File: src/rtl/uart_term_writer_if.sv
// Byte input and charbuf write-port bundle for uart_term_writer.
interface uart_term_writer_if;
  logic [7:0]  in_data;
  logic        in_valid;
  logic [11:0] vram_addr;
  logic [7:0]  vram_data;
  logic        vram_we;

  modport master (
    output in_data, in_valid,
    input  vram_addr, vram_data, vram_we
  );

  modport slave (
    input  in_data, in_valid,
    output vram_addr, vram_data, vram_we
  );
endinterface

File: src/rtl/uart_term_writer.sv
// Terminal front end: turns received bytes into charbuf writes at a cursor, with line/screen clears.
// Define ANSI_ESC_EN to consume ESC/CSI sequences (ESC[2J, ESC[H, ESC[..m).
module uart_term_writer #(
  parameter int          COLS  = 80,
  parameter int          ROWS  = 30,
  parameter logic [7:0]  BLANK = 8'h20
) (
  input  logic               clk,
  input  logic               rst,
  uart_term_writer_if.slave  term,
  output logic [6:0]         cursor_col,
  output logic [4:0]         cursor_row,
  output logic               busy,
  output logic               overrun
);

  localparam logic [6:0] COL_LAST = 7'(COLS - 1);
  localparam logic [4:0] ROW_LAST = 5'(ROWS - 1);

`ifdef ANSI_ESC_EN
  typedef enum logic [2:0] {IDLE, CLR_SCR, CLR_LINE, ESC, CSI} state_t;
`else
  typedef enum logic [2:0] {IDLE, CLR_SCR, CLR_LINE} state_t;
`endif

  state_t      state_q, state_d;
  logic [4:0]  row_q, row_d;
  logic [6:0]  col_q, col_d;
  logic [4:0]  sw_row_q, sw_row_d;
  logic [6:0]  sw_col_q, sw_col_d;
  logic [7:0]  hold_q, hold_d;
  logic        hold_full_q, hold_full_d;
  logic        ovr_q, ovr_d;
  logic        we_q, we_d;
  logic [11:0] addr_q, addr_d;
  logic [7:0]  data_q, data_d;

  logic        busy_w;
  logic        take;
  logic [7:0]  cur_byte;
  logic [4:0]  row_adv;

  assign busy_w   = (state_q == CLR_SCR) || (state_q == CLR_LINE);
  // The held byte always goes first so bytes are processed in arrival order.
  assign take     = !busy_w && (hold_full_q || term.in_valid);
  assign cur_byte = hold_full_q ? hold_q : term.in_data;
  assign row_adv  = (row_q == ROW_LAST) ? 5'd0 : row_q + 5'd1;

`ifdef ANSI_ESC_EN
  logic [6:0]  param_q, param_d;
  logic [10:0] csi_acc;
  logic [6:0]  csi_sat;

  assign csi_acc = ({4'b0, param_q} * 11'd10) + {7'b0, cur_byte[3:0]};
  assign csi_sat = (csi_acc > 11'd99) ? 7'd99 : csi_acc[6:0];
`endif

  always_comb begin
    state_d     = state_q;
    row_d       = row_q;
    col_d       = col_q;
    sw_row_d    = sw_row_q;
    sw_col_d    = sw_col_q;
    hold_d      = hold_q;
    hold_full_d = hold_full_q;
    ovr_d       = ovr_q;
    we_d        = 1'b0;
    addr_d      = addr_q;
    data_d      = data_q;
`ifdef ANSI_ESC_EN
    param_d     = param_q;
`endif

    if (busy_w) begin
      if (term.in_valid) begin
        if (!hold_full_q) begin
          hold_d      = term.in_data;
          hold_full_d = 1'b1;
        end else begin
          ovr_d = 1'b1;
        end
      end
    end else if (hold_full_q) begin
      if (term.in_valid) hold_d = term.in_data;
      else               hold_full_d = 1'b0;
    end

    unique case (state_q)
      CLR_SCR: begin
        we_d   = 1'b1;
        addr_d = {sw_row_q, sw_col_q};
        data_d = BLANK;
        if (sw_col_q == COL_LAST) begin
          sw_col_d = '0;
          if (sw_row_q == ROW_LAST) begin
            sw_row_d = '0;
            state_d  = IDLE;
          end else begin
            sw_row_d = sw_row_q + 5'd1;
          end
        end else begin
          sw_col_d = sw_col_q + 7'd1;
        end
      end

      CLR_LINE: begin
        we_d   = 1'b1;
        addr_d = {sw_row_q, sw_col_q};
        data_d = BLANK;
        if (sw_col_q == COL_LAST) begin
          sw_col_d = '0;
          state_d  = IDLE;
        end else begin
          sw_col_d = sw_col_q + 7'd1;
        end
      end

      IDLE: begin
        if (take) begin
          if (cur_byte >= 8'h20 && cur_byte <= 8'h7E) begin
            we_d   = 1'b1;
            addr_d = {row_q, col_q};
            data_d = cur_byte;
            if (col_q == COL_LAST) begin
              col_d    = '0;
              row_d    = row_adv;
              sw_row_d = row_adv;
              sw_col_d = '0;
              state_d  = CLR_LINE;
            end else begin
              col_d = col_q + 7'd1;
            end
          end else begin
            case (cur_byte)
              8'h0D: col_d = '0;
              8'h0A: begin
                row_d    = row_adv;
                sw_row_d = row_adv;
                sw_col_d = '0;
                state_d  = CLR_LINE;
              end
              8'h08: begin
                if (col_q != 7'd0) begin
                  col_d  = col_q - 7'd1;
                  we_d   = 1'b1;
                  addr_d = {row_q, col_q - 7'd1};
                  data_d = BLANK;
                end
              end
              8'h0C: begin
                row_d    = '0;
                col_d    = '0;
                sw_row_d = '0;
                sw_col_d = '0;
                state_d  = CLR_SCR;
              end
`ifdef ANSI_ESC_EN
              8'h1B: state_d = ESC;
`endif
              default: ;
            endcase
          end
        end
      end

`ifdef ANSI_ESC_EN
      ESC: begin
        if (take) begin
          param_d = '0;
          state_d = (cur_byte == 8'h5B) ? CSI : IDLE;
        end
      end

      CSI: begin
        if (take) begin
          if (cur_byte >= 8'h30 && cur_byte <= 8'h39) begin
            param_d = csi_sat;
          end else if (cur_byte == 8'h3B) begin
            param_d = '0;
          end else if (cur_byte < 8'h30 || cur_byte > 8'h3F) begin
            // Final byte or junk: either way the sequence ends here.
            state_d = IDLE;
            if (cur_byte == 8'h4A && param_q == 7'd2) begin
              row_d    = '0;
              col_d    = '0;
              sw_row_d = '0;
              sw_col_d = '0;
              state_d  = CLR_SCR;
            end else if (cur_byte == 8'h48) begin
              row_d = '0;
              col_d = '0;
            end
          end
        end
      end
`endif

      default: state_d = IDLE;
    endcase
  end

  always_ff @(posedge clk) begin
    if (rst) begin
      state_q     <= CLR_SCR;
      row_q       <= '0;
      col_q       <= '0;
      sw_row_q    <= '0;
      sw_col_q    <= '0;
      hold_q      <= '0;
      hold_full_q <= 1'b0;
      ovr_q       <= 1'b0;
      we_q        <= 1'b0;
      addr_q      <= '0;
      data_q      <= BLANK;
`ifdef ANSI_ESC_EN
      param_q     <= '0;
`endif
    end else begin
      state_q     <= state_d;
      row_q       <= row_d;
      col_q       <= col_d;
      sw_row_q    <= sw_row_d;
      sw_col_q    <= sw_col_d;
      hold_q      <= hold_d;
      hold_full_q <= hold_full_d;
      ovr_q       <= ovr_d;
      we_q        <= we_d;
      addr_q      <= addr_d;
      data_q      <= data_d;
`ifdef ANSI_ESC_EN
      param_q     <= param_d;
`endif
    end
  end

  assign term.vram_we   = we_q;
  assign term.vram_addr = addr_q;
  assign term.vram_data = data_q;
  assign cursor_col     = col_q;
  assign cursor_row     = row_q;
  assign busy           = busy_w;
  assign overrun        = ovr_q;

endmodule

File: src/flat_wrapper.sv
// flat-port wrapper written by rule: the top's interface ports become plain ports
module uart_term_writer_flat 
#(
  parameter int          COLS  = 80,
  parameter int          ROWS  = 30,
  parameter logic [7:0]  BLANK = 8'h20
)
  (clk, rst, cursor_col, cursor_row, busy, overrun, term_in_data, term_in_valid, term_vram_addr, term_vram_data, term_vram_we);
  uart_term_writer_if term_i ();
  input  logic clk;
  input  logic rst;
  output logic [6:0] cursor_col;
  output logic [4:0] cursor_row;
  output logic busy;
  output logic overrun;
  input wire logic [$bits(term_i.in_data)-1:0] term_in_data;
  input wire logic [$bits(term_i.in_valid)-1:0] term_in_valid;
  output wire logic [$bits(term_i.vram_addr)-1:0] term_vram_addr;
  output wire logic [$bits(term_i.vram_data)-1:0] term_vram_data;
  output wire logic [$bits(term_i.vram_we)-1:0] term_vram_we;
  assign term_i.in_data = term_in_data;
  assign term_i.in_valid = term_in_valid;
  assign term_vram_addr = term_i.vram_addr;
  assign term_vram_data = term_i.vram_data;
  assign term_vram_we = term_i.vram_we;
  uart_term_writer #(.COLS(COLS), .ROWS(ROWS), .BLANK(BLANK)) u_core (.clk(clk), .rst(rst), .term(term_i), .cursor_col(cursor_col), .cursor_row(cursor_row), .busy(busy), .overrun(overrun));
endmodule
File: config.mk
export PLATFORM = sky130hd
export DESIGN_NAME = uart_term_writer_flat
export DESIGN_NICKNAME = d
export VERILOG_FILES = /design/src/rtl/uart_term_writer_if.sv /design/src/rtl/uart_term_writer.sv /design/src/flat_wrapper.sv
export SDC_FILE = /design/constraint.sdc
export NUM_CORES = 1
export LEC_CHECK = 0
export CORE_ASPECT_RATIO = 0.5
export CORE_MARGIN = 4
export CORE_UTILIZATION = 36
export CTS_CLUSTER_DIAMETER = 40
export CTS_CLUSTER_SIZE = 14
export DETAILED_ROUTE_END_ITERATION = 10
export GPL_TIMING_DRIVEN = 0
export SKIP_CTS_REPAIR_TIMING = 1
export SYNTH_ARGS = -nofsm -noshare
export SYNTH_HDL_FRONTEND = slang
export SYNTH_SLANG_ARGS = --single-unit
File: constraint.sdc
create_clock -name clk -period 2.75 [get_ports clk]
set_input_delay 0.4125 -clock clk [delete_from_list [all_inputs] [get_ports clk]]
set_output_delay 0.4125 -clock clk [all_outputs]
set_load 0.05 [all_outputs]
# Word level (Yosys, flattened, before mapping)
# Index checks and enable logic that the tools add are counted.
# Widths: inputs -> output; s select.
dict set report totals {
  output_inout_bits 35
  reg_bits 58
}
dict set report op_classes {
  n_mux 50
  n_addsub 5
  n_lt_le_gt_ge 2
  n_reduce_logical 23
  n_eq_ne 23
}
# cell count
set op_table {}
lappend op_table {{$mux 8} 9}
lappend op_table {{$mux 7} 8}
lappend op_table {{$mux 12} 4}
lappend op_table {{$eq 8x4->1 const B} 4}
lappend op_table {{$mux 5} 6}
lappend op_table {{$pmux 7 s2} 2}
lappend op_table {{$pmux 12 s2} 1}
lappend op_table {{$pmux 5 s2} 2}
lappend op_table {{$mux 3} 6}
lappend op_table {{$pmux 8 s2} 1}
lappend op_table {{$reduce_and 4->1} 4}
lappend op_table {{$add 7x1->7 const B} 2}
lappend op_table {{$eq 7x7->1 const B} 2}
lappend op_table {{$ne 2x2->1 const B} 6}
lappend op_table {{$add 5x1->5 const B} 2}
lappend op_table {{$eq 5x5->1 const B} 2}
lappend op_table {{$ne 3x1->1 const B} 3}
lappend op_table {{$pmux 3 s3} 1}
lappend op_table {{$ge 8x6->1 const B} 1}
lappend op_table {{$le 8x7->1 const B} 1}
lappend op_table {{$mux 1} 8}
lappend op_table {{$reduce_bool 7->1} 1}
lappend op_table {{$sub 7x1->7 const B} 1}
lappend op_table {{$pmux 3 s2} 1}
lappend op_table {{other kinds (17)} 25}

# Depth between registers and ports, before layout
# Gate-level depths: netlist of the first run.
dict set report logic_depth {
  ltp_word 7
  depth_mapped 10
  ltp_nobuf 8
}

# Least setup slack after synthesis of the first run
# OpenSTA, ideal clock, no wires.
dict set report synth_timing {
  path_kind {register to register}
  from {register u_core.state_q[0]}
  to {register u_core.data_q[6], in the netlist u_core.term.vram_data[6]}
  path_slack_ps 160
  arrival_time_ps 2520
  n_path_buf 2
  required_time_ps 2680
  path_stages_with_launch 11
  cell_sequence {dfxtp_1 inv_1 ha_1 clkbuf_8 nor2_1 nand2_1 nor3_1 nor2b_4 buf_6 or4_1 a21oi_1}
}
dict set report synth_between {
  elab_chain_len 6
  word_cells_on_any_way 13
}
# item line_no
set synth_lines {}
lappend synth_lines {{start, declared} uart_term_writer.sv:26} ;# state_t state_q, state_d;
lappend synth_lines {{start signal, assigned} uart_term_writer.sv:219} ;# state_q <= state_d;
lappend synth_lines {{$eq 3x1->1 or $eq 3x2->1 (tied branches)} uart_term_writer.sv:43} ;# assign busy_w = (state_q == CLR_SCR) || (state_q == CLR_LINE);
lappend synth_lines {{$logic_or 1x1->1 (*)} uart_term_writer.sv:43}
lappend synth_lines {{net busy} flat_wrapper.sv:14} ;# output logic busy;
lappend synth_lines {{$logic_not 1->1 (*)} uart_term_writer.sv:45} ;# assign take = !busy_w && (hold_full_q || term.in_valid);
lappend synth_lines {{$logic_and 1x1->1 (*)} uart_term_writer.sv:45}
lappend synth_lines {{$ne 2x1->1 (no source line) (*)} n/a}
lappend synth_lines {{$reduce_and 4->1 (no source line) (*)} n/a}
lappend synth_lines {{end signal, assigned} uart_term_writer.sv:229} ;# data_q <= data_d;
lappend synth_lines {{end, declared} uart_term_writer.sv:36} ;# logic [7:0] data_q, data_d;
# The timed path passes the listed nets; every way through them passes the cells marked *.
# A chain may end at the register's enable or synchronous reset.

# Final worst setup path of the first run
dict set report layout_timing {
  from {input port term_in_data[7]}
  to {register u_core.row_q[2], in the netlist u_core.cursor_row[2]}
}
dict set report layout_between {
  elab_chain_len 5
  word_cells_on_any_way 11
}
# item line_no
set layout_lines {}
lappend layout_lines {{start, declared} flat_wrapper.sv:16} ;# input wire logic [$bits(term_i.in_data)-1:0] term_in_data;
lappend layout_lines {{$mux 8 (*)} uart_term_writer.sv:46} ;# assign cur_byte = hold_full_q ? hold_q : term.in_data;
lappend layout_lines {{$ge 8x6->1 or $le 8x7->1 (tied branches)} uart_term_writer.sv:120} ;# if (cur_byte >= 8'h20 && cur_byte <= 8'h7E) begin
lappend layout_lines {{$logic_and 1x1->1} uart_term_writer.sv:120}
lappend layout_lines {{$ne 2x2->1 (no source line) or $reduce_bool 3->1 (tied branches)} n/a}
lappend layout_lines {{$reduce_and 4->1 (no source line)} n/a}
lappend layout_lines {{end signal, assigned} uart_term_writer.sv:220} ;# row_q <= row_d;
lappend layout_lines {{end, declared} uart_term_writer.sv:27} ;# logic [4:0] row_q, row_d;
# Mark *: on every way between the ends. The rest lies on a longest branch, timed or not.

==> qor.csv, run 1 <==
stage,metric,value,unit
layout,drive_gt1_frac,0.126,
worst_setup_path,cp-start-kind,input pin,
pwr,p_comb_frac,0.201,
floorplanning,rows,24,
placed_design,placedCellCount,572,
logic_synthesis,yosys_register_bits,57,
logic_synthesis,seq_area_frac_synth,0.337,
worst_setup_path,worst-path-max-fanout,10,
cts,cts_tree,built,
layout,fillerInstances,877,
flow_run,drv_cap,0,
worst_setup_path,setup.worst_path.end_class,flop,
grt,grt_pass1_vias,2994,
route,wl,10.3,mm
worst_setup_path,required,3.01,ns
pwr,internal_power,1900,uW
placed_design,dp_slack,-0.724,ns
pwr,swShare,0.287,
sta,whs,0.422,ns
logic_synthesis,synth_area,0.00339,mm^2
route,wl_per_cell,17.5,um
cts,insertion_delay,0.33,ns
route,vias,3404,
route,drt_pass1_iterations,5,
layout,final_cell_count_no_fill,592,
sta,worstMarginPinSlew,0.650,ns
layout,syn2layout_area_growth,31.6,%
sta,fin_crit_sh,0.978,
pwr,p_seq_frac,0.338,
placed_design,port_buffers,45,
grt,grt_use_total,0.181,
sta,grt_setup_unrepaired,true,
worst_setup_path,critPathKind,in -> reg,
sta,setup_slack,0.0594,ns
layout,insertedDiodeCount,0,
logic_synthesis,synth_cells,410,
floorplanning,coreArea,0.00895,mm^2
cts,clockRootBuffer,clkbuf_16,
worst_setup_path,critical_path_arrival,2.95,ns
hold_path,hp-class,in -> reg,
logic_synthesis,synth_enable_flop_cells,0,
logic_synthesis,yosys-top-cells-area,"dfxtp_1 34%, mux2i_1 5.6%, nor2_1 5.0%",
grt,grt_max_degree,11,
pwr,ir_worst_vdd,0.288,mV
logic_synthesis,syn-mean-instance-area,8.27,um^2
sta,skew,0.00386,ns
cts,cts_buffer_depth,2,
pwr,pwr-share-clk,0.460,
pwr,p_sw,767,uW
logic_synthesis,synth_cell_type_count,63,
placed_design,dpl_cell_area,0.00399,mm^2
sta,slew_viol_final,0,
sta,hold_violations,0,
sta,fmax,372,MHz
layout,final_area,0.00446,mm^2
cts,cts.sinks,57,
sta,relSlewSlack,0.567,
floorplanning,start_util,0.379,
layout,num-nets-final,493,
logic_synthesis,synth_top_area_frac,0.337,
cts,htreeDepth,3,
floorplanning,die_h,76.6,um
logic_synthesis,yosysWarnings,0,
outcome,status,finished clean,
grt,antenna_found_initial,0,
logic_synthesis,syn_nets,433,
sta,period_minus_slack,2.69,ns
grt,globalRoute.totalOverflow,0,
logic_synthesis,synth_largest_area_cell,dfxtp_1,
floorplanning,die_w,145,um
route,vias_per_cell,5.75,
sta,setup_viol,0,
floorplanning,io_pins,46,
route,remaining_drc_errors,0,
route,ant_nets,0,
grt,grt_pass1_wl,16.3,mm
cts,cts_buffers,9,
placed_design,hpwl,7.41,mm
pwr,power.density,599,mW/mm^2
placed_design,gp_congestion,0.891,
pwr,p_leak,0.00162,uW
floorplanning,dieArea,0.0111,mm^2
layout,fin_util,0.499,
logic_synthesis,synth_ff_type,dfxtp_1,
logic_synthesis,synth-async-reset-ratio,0,
cts,cts.reportedPaths.clkPinSlew,0.05,ns
route,drtIter0Drc,322,
==> critical path, stage by stage <==
cell	delay, ns
clkdlybuf4s50_1	0.45
or4_4	0.44
or4_4	0.46
a21boi_1	0.17
a31o_2	0.24
o21ai_4	0.12
or4b_1	0.49
a21oi_1	0.15
==> layout make-up <==
type / count / area, um^2 / share of cell area
clock buffer: 11 / 253 / 0.0566
inverter: 13 / 48.8 / 0.0109
timing repair buffer: 49 / 490 / 0.110
sequential: 57 / 1140 / 0.256
buffer: 27 / 171 / 0.0384
multi-input combinational: 313 / 2130 / 0.478
tap: 117 / 146 / 0.0328
clock inverter: 5 / 77.6 / 0.0174
==> metrics by stage <==
step / total power, uW / setup TNS (ns)
after floorplan: 1270 / 0
after global placement: 1430 / -23.25
after detailed placement: 1430 / -23.47
after CTS: 2660 / -8.18
after global routing: 2780 / -0.0959
final: 2670 / 0
==> logic make-up (layout without fill, tap and decap cells) <==
family,after synthesis,count (layout),share of synthesized area
multiplexers,22,22,0.0661
XOR/XNOR,14,14,0.0362
AO/OA/AOI/OAI,115,115,0.234
AND/OR/NAND/NOR,150,150,0.220
adder cells (fa/ha/maj),12,12,0.0443
buffers and inverters,40,105,0.0624
flip-flops,57,57,0.337
==> worst paths after layout <==
path / startpoint / endpoint / slack (ns) / depth (start not counted)
hold / removal: term_in_data[5] / u_core.hold_q[5] / 0.42 / 3
setup reg to reg: u_core.state_q[0] / u_core.term.vram_data[6] / 0.10 / 10
hold reg to reg: u_core.term.vram_data[2] / u_core.term.vram_data[2] / 0.46 / 2
setup / recovery: term_in_data[7] / u_core.cursor_row[2] / 0.06 / 8
==> synth_stat cells (2+ instances only) <==
cell type and n:
a211oi_1 9, a21o_1 2, a21oi_1 31, a22oi_1 4, a311oi_1 7, a31oi_1 3, a32o_1 2, a32oi_1 2
and3_1 5, buf_2 3, clkbuf_1 18, clkbuf_8 5, dfxtp_1 57, ha_1 12, inv_1 12, mux2_2 3
mux2i_1 19, nand2_1 31, nand2b_1 4, nand3_1 23, nand4_1 7, nor2_1 45, nor2b_1 2, nor3_1 14
o2111ai_1 2, o211ai_1 5, o21ai_0 17, o21ai_1 2, o31ai_1 2, o32ai_1 10, o41ai_1 4, or3_1 4
or4_4 2, xnor2_1 9, xor2_1 5
==> power groups by stage <==
stage | clock [uW] | combinational (uW) | sequential, uW
CTS | 1250 | 511 | 904
floorplan | 0 | 279 | 993
finish | 1230 | 538 | 904
global route | 1300 | 574 | 909
global placement | 0 | 508 | 920
detailed placement | 0 | 509 | 921
==> sequential cells by signal (all words and copies together), names as in the netlist <==
name,cells
u_core.state_q,2
u_core.term.vram_addr,12
u_core.overrun,1
u_core.hold_q,8
u_core.cursor_row,5
u_core.hold_full_q,1
u_core.term.vram_we,1
u_core.cursor_col,7
u_core.term.vram_data,8
u_core.sw_row_q,5
u_core.sw_col_q,7
==> cells in the final DEF, fill, tap and decap left out, drive strengths merged, types with 5 or more instances in the layout <==
cell type      netlist  layout
a211oi               9       9
a21oi               31      31
a311oi               7       7
and3                 6       6
buf                  4       6
clkbuf              23      36
clkdlybuf4s50        0      41
dfxtp               57      57
ha                  12      12
inv                 12      12
mux2i               19      19
nand2               31      31
nand2b               5       5
nand3               23      23
nand4                7       7
nor2                45      45
nor3                14      14
o211ai               5       5
o21ai               20      20
o32ai               10      10
xnor2                9       9
xor2                 5       5
==> routing by layer <==
metal | up-vias | wire (um) | GRT usage
li1 | 1649 | - | -
met1 | 1612 | 5020 | 0.259
met2 | 126 | 4430 | 0.267
met3 | 17 | 745 | 0.0523
met4 | 0 | 143 | 0.0388
met5 | - | 0 | 0
(Power assumes the default switching activity.)
==> run 2, diff against run 1 <==
- CAP_MARGIN: not set -> 30
==> results of run 2 <==
Final layout, timing and power as in run 1 (identical DEF).
==> run 3, diff against run 2 <==
- CORE_MARGIN: 4 -> 1
==> qor.csv, run 3 (same netlist as run 1, synthesis figures left out) <==
stage,metric,value,unit,change
hold_path,whs_path_depth,3,,unchanged
route,wl_per_cell,17.1,um,-1.8%
cts,cts_tree,built,,
grt,globalRoute.totalOverflow,0,,unchanged
worst_setup_path,reg2reg_depth,9,,-1
sta,relSlewSlack,0.573,,+0.00620
hold_path,worstHoldEndpoint,u_core.hold_q[7],,
floorplanning,start_util,0.380,,+0.00128
grt,grt_use_total,0.216,,+0.0349
floorplanning,rows,24,,unchanged
placed_design,gp_congestion,0.931,,+4.4%
flow_run,drv_cap,0,,unchanged
cts,cts_buffer_depth,2,,unchanged
route,drt_pass1_iterations,10,,+5
sta,setup_viol,0,,unchanged
sta,whs,0.412,ns,-0.00910 ns
worst_setup_path,setup.worst_path.end_class,flop,,
sta,slew_viol_final,0,,unchanged
route,wl,10.1,mm,-2.0%
layout,final_area,0.00443,mm^2,-0.81%
worst_setup_path,rr_startpoint,u_core.state_q[0],,
route,vias_per_cell,5.75,,about the same
route,drtIter0Drc,334,,+3.7%
layout,mostFrequentLayoutCell,dfxtp_1,,
hold_path,hp-class,in -> reg,,
floorplanning,dieArea,0.00983,mm^2,-12%
floorplanning,die_h,70.6,um,-7.8%
grt,grt_max_degree,11,,unchanged
cts,cts.sinks,57,,unchanged
route,remaining_drc_errors,3,,+3
sta,fin_crit_sh,0.970,,-0.00858
cts,cts.reportedPaths.clkPinSlew,0.05,ns,about the same
floorplanning,die_w,139,um,-4.1%
sta,period_minus_slack,2.67,ns,-0.0236 ns
pwr,p_leak,0.00159,uW,-1.4%
grt,grt_pass1_vias,3013,,+0.63%
sta,setup_slack,0.0830,ns,+0.0236 ns
sta,fmax,375,MHz,+0.88%
cts,clockRootBuffer,clkbuf_16,,
sta,setup_tns,0,ns,unchanged
worst_setup_path,critPathKind,in -> reg,,
placed_design,hpwl,7.28,mm,-1.7%
outcome,failed_checks,DRC,,
sta,grt_setup_unrepaired,false,,
layout,largest_reg_flops,12,,unchanged
sta,skew,0.00428,ns,+0.000428 ns
worst_setup_path,r2r-end,u_core.term.vram_data[6],,
layout,insertedDiodeCount,0,,unchanged
pwr,ir_worst_vdd,0.256,mV,-11%
worst_setup_path,cp-start-kind,input pin,,
worst_setup_path,required,2.96,ns,-0.05 ns
floorplanning,coreArea,0.00892,mm^2,-0.34%
sta,worstMarginPinSlew,0.640,ns,-0.00930 ns
layout,final_cell_mix,"57 x dfxtp_1, 43 x nor2_1, 41 x clkdlybuf4s50_1",,
worst_setup_path,worst-path-max-fanout,10,,unchanged
floorplanning,io_pins,46,,unchanged
pwr,power.density,579,mW/mm^2,-3.3%
route,vias,3401,,-0.088%
layout,num-nets-final,493,,unchanged
placed_design,dpl_cell_area,0.00399,mm^2,unchanged
worst_setup_path,critical_path_arrival,2.88,ns,-0.07 ns
grt,grt_pass1_wl,16.2,mm,-0.64%
hold_path,worstHoldStart,term_in_data[7],,
layout,syn2layout_area_growth,30.6,%,
cts,cts_buffers,9,,unchanged
placed_design,port_buffers,45,,unchanged
worst_setup_path,r2r_setup_slack,0.14,ns,+0.04 ns
cts,htreeDepth,3,,unchanged
cts,insertion_delay,0.34,ns,about the same
placed_design,dp_slack,-0.797,ns,-0.0730 ns
outcome,status,finished with violations,,
sta,hold_violations,0,,unchanged
grt,antenna_found_initial,0,,unchanged
layout,drive_gt1_frac,0.124,,-0.00184
placed_design,placedCellCount,572,,unchanged
route,ant_nets,0,,unchanged
layout,final_cell_count_no_fill,591,,-0.17%
==> run 3: cell types whose count changed in the layout (fill, tap and decap cells not counted), sizes merged <==
cell and change:
clkbuf -1, buf +2, bufinv -1, clkinvlp -1
==> run 3: report_power, final <==
part           internal (uW)  switching [uW]
Sequential               871            34.9
Combinational            196             338
Clock                    741             382
==> run 3: metrics by stage <==
stage          power (uW)  utilization
3_3_place_gp         1430        0.447
2_1_floorplan        1270            -
5_1_grt              2670        0.496
4_1_cts              2570        0.480
3_5_place_dp         1430        0.447
6_report             2560        0.496
==> run 3: critical path, stage by stage <==
cell             delay [ns]
clkdlybuf4s50_1        0.51
nor2b_1                0.21
nand4_1                0.21
a211oi_4               0.48
nor2_1                 0.13
clkbuf_1               0.28
a221o_1                0.39
o2111ai_1              0.13
o31ai_1                0.12
==> run 3: area by class of cell <==
cell class | count | area [um^2]
flip-flops and latches | 57 | 1140
fillers | 860 | 4490
clock buffers | 12 | 256
clock inverters | 3 | 40.0
well taps | 117 | 146
multi-input cells | 313 | 2130
inverters | 13 | 48.8
plain buffers | 27 | 171
repair buffers | 49 | 490
==> run 3: worst max path at each step <==
stage                                  from                        to  slack [ns]
after detailed placement    term_in_data[4]        u_core.sw_col_q[5]       -0.80
after CTS                   term_in_data[4]        u_core.sw_col_q[5]       -0.44
after global placement      term_in_data[4]        u_core.sw_col_q[5]       -0.81
after floorplan           u_core.state_q[0]  u_core.term.vram_data[6]        0.16
final                       term_in_data[0]      u_core.cursor_col[5]        0.08
after global routing        term_in_data[0]      u_core.cursor_col[5]       0.004
==> run 3: per-layer routing <==
layer | routed length [um] | part of all wire | up-vias | global-route usage
met1 | 4940 | 0.49 | 1608 | 0.306
met2 | 4220 | 0.42 | 121 | 0.303
met4 | 193 | 0.019 | 2 | 0.0877
met3 | 735 | 0.073 | 20 | 0.0589
met5 | 45 | 0.0044 | - | 0.0335
li1 | - | - | 1650 | -
